===== config.mk =====
export PLATFORM = sky130hd
export DESIGN_NAME = ram_write_buffer
export DESIGN_NICKNAME = d
export VERILOG_FILES = /design/src/rtl/ram_write_buffer.sv
export SDC_FILE = /design/constraint.sdc
export NUM_CORES = 1
export LEC_CHECK = 0
export ABC_AREA = 1
export ABC_CLOCK_PERIOD_IN_PS = 2800
export BUFFER_PORTS_ARGS = -buffer_cell sky130_fd_sc_hd__buf_4
export CAP_MARGIN = 0
export CELL_PAD_IN_SITES_DETAIL_PLACEMENT = 1
export CELL_PAD_IN_SITES_GLOBAL_PLACEMENT = 2
export CORE_MARGIN = 2
export CORE_UTILIZATION = 31
export DETAILED_ROUTE_END_ITERATION = 7
export PLACE_DENSITY = 0.84
export SLEW_MARGIN = 20
export SYNTH_ARGS = -nofsm -noshare
export SYNTH_HDL_FRONTEND = slang
export SYNTH_SLANG_ARGS = --single-unit

===== constraint.sdc =====
create_clock -name clk -period 2.8 [get_ports clk]
set_input_delay 0.7 -clock clk [delete_from_list [all_inputs] [get_ports clk]]
set_output_delay 0.7 -clock clk [all_outputs]
set_load 0.005 [all_outputs]

===== src/rtl/ram_write_buffer.sv =====
// Posted-write buffer in front of RAM port A. It drains in FIFO order,
// forwards buffered data to reads and bounds how long drain can starve.
module ram_write_buffer #(
    parameter int DATA_WIDTH   = 16,
    parameter int ADDR_WIDTH   = 10,
    parameter int DEPTH        = 4,
    parameter int STARVE_LIMIT = 4
) (
    input  logic                  clk,
    input  logic                  reset,
    input  logic [ADDR_WIDTH-1:0] up_addr,
    input  logic [DATA_WIDTH-1:0] up_wdata,
    input  logic                  up_write,
    input  logic                  up_read,
    output logic                  up_stall,
    output logic [DATA_WIDTH-1:0] up_rdata,
    output logic                  up_rvalid,
    output logic [ADDR_WIDTH-1:0] ram_address,
    output logic [DATA_WIDTH-1:0] ram_data,
    output logic                  ram_wren,
    input  logic [DATA_WIDTH-1:0] ram_q,
    output logic                  empty,
    output logic                  err
);
    localparam int PW = $clog2(DEPTH);
    localparam int CW = PW + 1;
    localparam int SW = $clog2(STARVE_LIMIT + 1);

    logic [ADDR_WIDTH-1:0] r_addr [DEPTH];
    logic [DATA_WIDTH-1:0] r_data [DEPTH];
    logic [PW-1:0]         r_wr_ptr;
    logic [PW-1:0]         r_rd_ptr;
    logic [CW-1:0]         r_count;
    logic [SW-1:0]         r_starve;
    logic                  r_miss_pending;
    logic                  r_rvalid;
    logic [DATA_WIDTH-1:0] r_rdata;
    logic                  r_err;

    logic                  w_rd;
    logic                  w_hit;
    logic [DATA_WIDTH-1:0] w_hit_data;
    logic [PW-1:0]         w_idx;
    logic                  w_miss;
    logic                  w_force;
    logic                  w_grant;
    logic                  w_drain;
    logic                  w_push;
    logic                  w_full;
    logic                  w_nonempty;

    // Walk entries oldest to newest so the newest match wins.
    always_comb begin
        w_hit      = 1'b0;
        w_hit_data = '0;
        w_idx      = r_rd_ptr;
        for (int i = 0; i < DEPTH; i++) begin
            w_idx = r_rd_ptr + PW'(i);
            if (CW'(i) < r_count && r_addr[w_idx] == up_addr) begin
                w_hit      = 1'b1;
                w_hit_data = r_data[w_idx];
            end
        end
    end

    assign w_nonempty = (r_count != '0);
    assign w_full     = (r_count == CW'(DEPTH));
    assign w_rd       = up_read && !up_write && !reset;
    assign w_miss     = w_rd && !w_hit;
    assign w_force    = w_miss && w_nonempty
                        && (r_starve == SW'(STARVE_LIMIT));
    assign w_grant    = w_miss && !w_force;
    assign w_drain    = w_nonempty && !w_grant && !reset;
    assign w_push     = up_write && !w_full && !reset;

    assign up_stall    = !reset && ((up_write && w_full) || w_force);
    assign ram_wren    = w_drain;
    assign ram_address = w_grant ? up_addr : r_addr[r_rd_ptr];
    assign ram_data    = r_data[r_rd_ptr];
    assign empty       = !w_nonempty;
    assign err         = r_err;
    assign up_rvalid   = r_rvalid;
    // Miss data comes straight from the RAM's registered output.
    assign up_rdata    = r_miss_pending ? ram_q : r_rdata;

    always_ff @(posedge clk) begin
        if (w_push) begin
            r_addr[r_wr_ptr] <= up_addr;
            r_data[r_wr_ptr] <= up_wdata;
        end
    end

    always_ff @(posedge clk) begin
        if (reset) begin
            r_wr_ptr       <= '0;
            r_rd_ptr       <= '0;
            r_count        <= '0;
            r_starve       <= '0;
            r_miss_pending <= 1'b0;
            r_rvalid       <= 1'b0;
            r_rdata        <= '0;
            r_err          <= 1'b0;
        end else begin
            if (w_push) r_wr_ptr <= r_wr_ptr + 1'b1;
            if (w_drain) r_rd_ptr <= r_rd_ptr + 1'b1;
            r_count <= r_count + CW'(w_push) - CW'(w_drain);
            if (w_drain || !w_nonempty) begin
                r_starve <= '0;
            end else if (r_starve != SW'(STARVE_LIMIT)) begin
                r_starve <= r_starve + 1'b1;
            end
            r_miss_pending <= w_grant;
            r_rvalid       <= (w_rd && w_hit) || w_grant;
            if (w_rd && w_hit) r_rdata <= w_hit_data;
            if (up_read && up_write) r_err <= 1'b1;
        end
    end
endmodule


==> run metrics <==
most common library cells after synthesis=sky130_fd_sc_hd__nand2_1 (472), sky130_fd_sc_hd__nand3_1 (119), sky130_fd_sc_hd__inv_1 (111), sky130_fd_sc_hd__o21ai_0 (107), sky130_fd_sc_hd__edfxtp_1 (104); fraction of the yosys area taken by sequential cells=41.1%; number of enable flip-flop cells after synthesis=104; weighted congestion at the end of routability-driven global placement=0.829; fraction of layout instances using a drive strength above 1=26.7%; number of non-filler instances in the completed layout=1836; number of buffers created by CTS=17; flip-flop and latch count after synthesis=135; worst slack at placement=-387 ps; IR Drop Worst-Case VDD=0.000349 V; number of nets with antenna violations after detailed routing=0; core area=28900 um2; Fillers=3614; Area Overhead vs Synth=33.2%; logic depth of the worst register-to-register path=22; iteration-0 DRC count of the detailed router=562; root buffer cell=sky130_fd_sc_hd__clkbuf_16; area enclosed by the die boundary=30800 um2; Clock Skews=10.4 ps; unrepaired setup endpoints after global routing=yes; Routed Wire Length=35000 um; number of antenna violations at the first check in global routing=1; crit-path max FO=7; wire length per cell after detailed routing=19.1 um; overall fraction of global-route tracks in use=23.0%; instance count of the mapped netlist=1265; Critical Path Source=r_rd_ptr[0]$_SDFFE_PP0P_; # rows=62; highest metal used=met5; async set or reset register ratio after synthesis=0%; setup slack after layout=-638 ps; global-route wire length before repair=54800 um; input/output buffers=92; Worst R2R Setup Slack=-350 ps; Inserted Diodes=0; library cell with the highest instance count after synthesis=sky130_fd_sc_hd__nand2_1; drt first pass iters=5; Max-Cap Viols=0; sort of element at the start of the critical path=register; CTS clk-pin slew, worst paths=70 ps; pins over their slew limit=0; worst hold path class=register to register; endpoints failing setup=15; maximum level of the CTS H-tree=4; Met3 Wirelength=1420 um; Post-Syn Nets=1322; DRC violation count after routing=0; post-route cell area=12100 um2; met1 layer wirelength in the final routing=15700 um; final core utilization=42.1%; crit path kind=register to output port; number of cells in the design after placement=1789; most common flop cell mapped by yosys=sky130_fd_sc_hd__edfxtp_1; Final nets=1496; number of hold violations in the final report=0; violated checks=negative setup slack; largest net degree at the start of global routing=34; clk sinks=135; Max clock buf depth=2; DP Wirelength=24000 um; mean post-synth cell area=7.20 um2; total of hold buffers inserted after clock tree synthesis=0; most area-consuming cells after synthesis=sky130_fd_sc_hd__edfxtp_1 (34%), sky130_fd_sc_hd__nand2_1 (19%), sky130_fd_sc_hd__dfxtp_1 (6.8%), sky130_fd_sc_hd__nand3_1 (6.5%), sky130_fd_sc_hd__o21ai_0 (5.9%); result of the run=finished, violations left; type of element capturing the critical path=output port; Crit Reg-Reg Endpoint=r_count[1]$_SDFF_PP0_; Reg2Reg Launch Point=r_rd_ptr[0]$_SDFFE_PP0P_; power per standard cell area=860 nW/um2; Max-slew headroom=66.6%; placed cell areas=11000 um2; worst path required time=2100 ps; count of vias placed by the detailed router=9429; number of unique standard cell types used by synthesis=36; final clock period utilization by the worst path=123%; smallest hold slack=464 ps; met2 WL=17200 um; worst slew pin tran=500 ps; netlist area before placement=9110 um2; Arr. time, crit path=2740 ps; Die X-Extent=175 um; area share of the largest cell type after synthesis=34.3%; Via density=5.14; via count of the first global-routing pass=9756; final critical path time including I/O delays and setup=3440 ps; clock tree from TritonCTS=built; leakage power=5.44 nW; leading area contributor after synthesis=sky130_fd_sc_hd__edfxtp_1; maximum achievable frequency=291 MHz; num ports=93; total congestion overflow=0; worst setup path endpoint=ram_address[4]; source-to-sink clock delay at the later pin of the worst-skew pair=430 ps; Initial Util=31.6%; count of synthesis-stage warnings from yosys=0; Die Height=175 um
-- sequential cells by signal (all words and copies together) (netlist names), named ones only --
name / cells
err: 1
r_rd_ptr: 2
r_miss_pending: 1
r_rdata: 16
r_count: 3
r_wr_ptr: 2
r_starve: 3
r_data: 64
up_rvalid: 1
r_addr: 40
-- worst max-delay path: stages (launching register included) --
cell and delay, ps:
sky130_fd_sc_hd__dfxtp_4 390, sky130_fd_sc_hd__buf_12 160, sky130_fd_sc_hd__buf_8 130, sky130_fd_sc_hd__nand2_2 60, sky130_fd_sc_hd__nand2_2 80, sky130_fd_sc_hd__nand2_2 80
sky130_fd_sc_hd__nand2_1 60, sky130_fd_sc_hd__nand2_1 60, sky130_fd_sc_hd__nand2_1 70, sky130_fd_sc_hd__nor2_2 170, sky130_fd_sc_hd__nand2_2 90, sky130_fd_sc_hd__nor2_4 140
sky130_fd_sc_hd__nand2_4 70, sky130_fd_sc_hd__nand2_4 60, sky130_fd_sc_hd__nor2_4 50, sky130_fd_sc_hd__nand3_4 110, sky130_fd_sc_hd__clkinv_8 100, sky130_fd_sc_hd__buf_6 130
sky130_fd_sc_hd__o21ai_4 170, sky130_fd_sc_hd__buf_6 120
-- repair_timing --
action	4_1_cts	5_1_grt
setup endpoints to repair	14	15
cloned	5	1
resized for setup	70	35
buffers inserted	5	5
pin swaps	40	24
-- where the power goes --
part	internal (mW)	switching, mW	total (mW)	leakage, nW
sequential	2.29	0.114	2.41	1.20
combinational	2.22	3.54	5.76	3.95
clock	1.23	1.04	2.27	0.291
total	5.74	4.69	10.4	5.44
-- kinds of logic (layout without fill, tap and decap cells) --
family                   Yosys count  after routing  synth area share [%]
buffers and inverters            187            372                  8.80
AO/OA/AOI/OAI                    202            202                  12.9
flip-flops                       135            135                  41.1
adder cells (fa/ha/maj)           11             11                  1.59
multiplexers                      16             16                  1.98
XOR/XNOR                           2              2                 0.192
AND/OR/NAND/NOR                  712            714                  33.5
-- metrics by stage --
stage | power, mW | TNS [ps]
final | 10.4 | -7890
after CTS | 10.3 | -7270
after floorplan | 5.47 | -248
after global placement | 7.43 | -2650
after detailed placement | 7.54 | -3480
after global routing | 11.1 | -9980
-- per-layer routing --
layer / GRT usage, % / up-vias
met1: 30.3 / 4607
met5: 0 / -
met3: 2.36 / 49
li1: - / 4548
met2: 39.7 / 223
met4: 7.40 / 2
-- cell type report --
cell class                      instances  area, um2  area share [%]
Clock buffer                           18        450            3.71
Clock inverter                         14        129            1.06
Inverter                              118        468            3.85
Multi-Input combinational cell        945       4930            40.6
Sequential cell                       135       3750            30.9
Tap cell                              384        480            3.96
Timing Repair Buffer                  222       1930            15.9
-- cells in the final DEF, fill, tap and decap left out, types with 8 or more instances in the layout --
master / n
sky130_fd_sc_hd__a21oi_2: 11
sky130_fd_sc_hd__buf_12: 12
sky130_fd_sc_hd__o21ai_1: 18
sky130_fd_sc_hd__nand2_1: 439
sky130_fd_sc_hd__nand3b_1: 17
sky130_fd_sc_hd__dfxtp_1: 28
sky130_fd_sc_hd__o22ai_1: 16
sky130_fd_sc_hd__nor2_2: 15
sky130_fd_sc_hd__nand2_2: 31
sky130_fd_sc_hd__a221oi_1: 16
sky130_fd_sc_hd__buf_4: 197
sky130_fd_sc_hd__inv_1: 109
sky130_fd_sc_hd__nand3_2: 15
sky130_fd_sc_hd__nand3_1: 114
sky130_fd_sc_hd__mux2_2: 16
sky130_fd_sc_hd__o211ai_1: 17
sky130_fd_sc_hd__o21ai_0: 99
sky130_fd_sc_hd__ha_1: 8
sky130_fd_sc_hd__nor2_1: 57
sky130_fd_sc_hd__edfxtp_1: 104
sky130_fd_sc_hd__a21oi_1: 13
sky130_fd_sc_hd__clkbuf_16: 19
sky130_fd_sc_hd__o21ai_2: 9
-- how the worst min path moves through the flow --
stage	from	end	slack, ps	cells past startpoint
2_1_floorplan	r_starve[0]$_SDFFE_PP0P_	r_starve[0]$_SDFFE_PP0P_	430	1
3_3_place_gp	err$_SDFFE_PP0P_	err$_SDFFE_PP0P_	450	2
3_5_place_dp	r_rdata[9]$_SDFFE_PP0P_	r_rdata[9]$_SDFFE_PP0P_	460	2
4_1_cts	up_wdata[13]	r_data[1][13]$_DFFE_PP_	460	1
5_1_grt	up_wdata[13]	r_data[3][13]$_DFFE_PP_	460	1
6_report	r_rdata[10]$_SDFFE_PP0P_	r_rdata[10]$_SDFFE_PP0P_	460	2
Note: power is estimated with default switching activity, not from simulation.
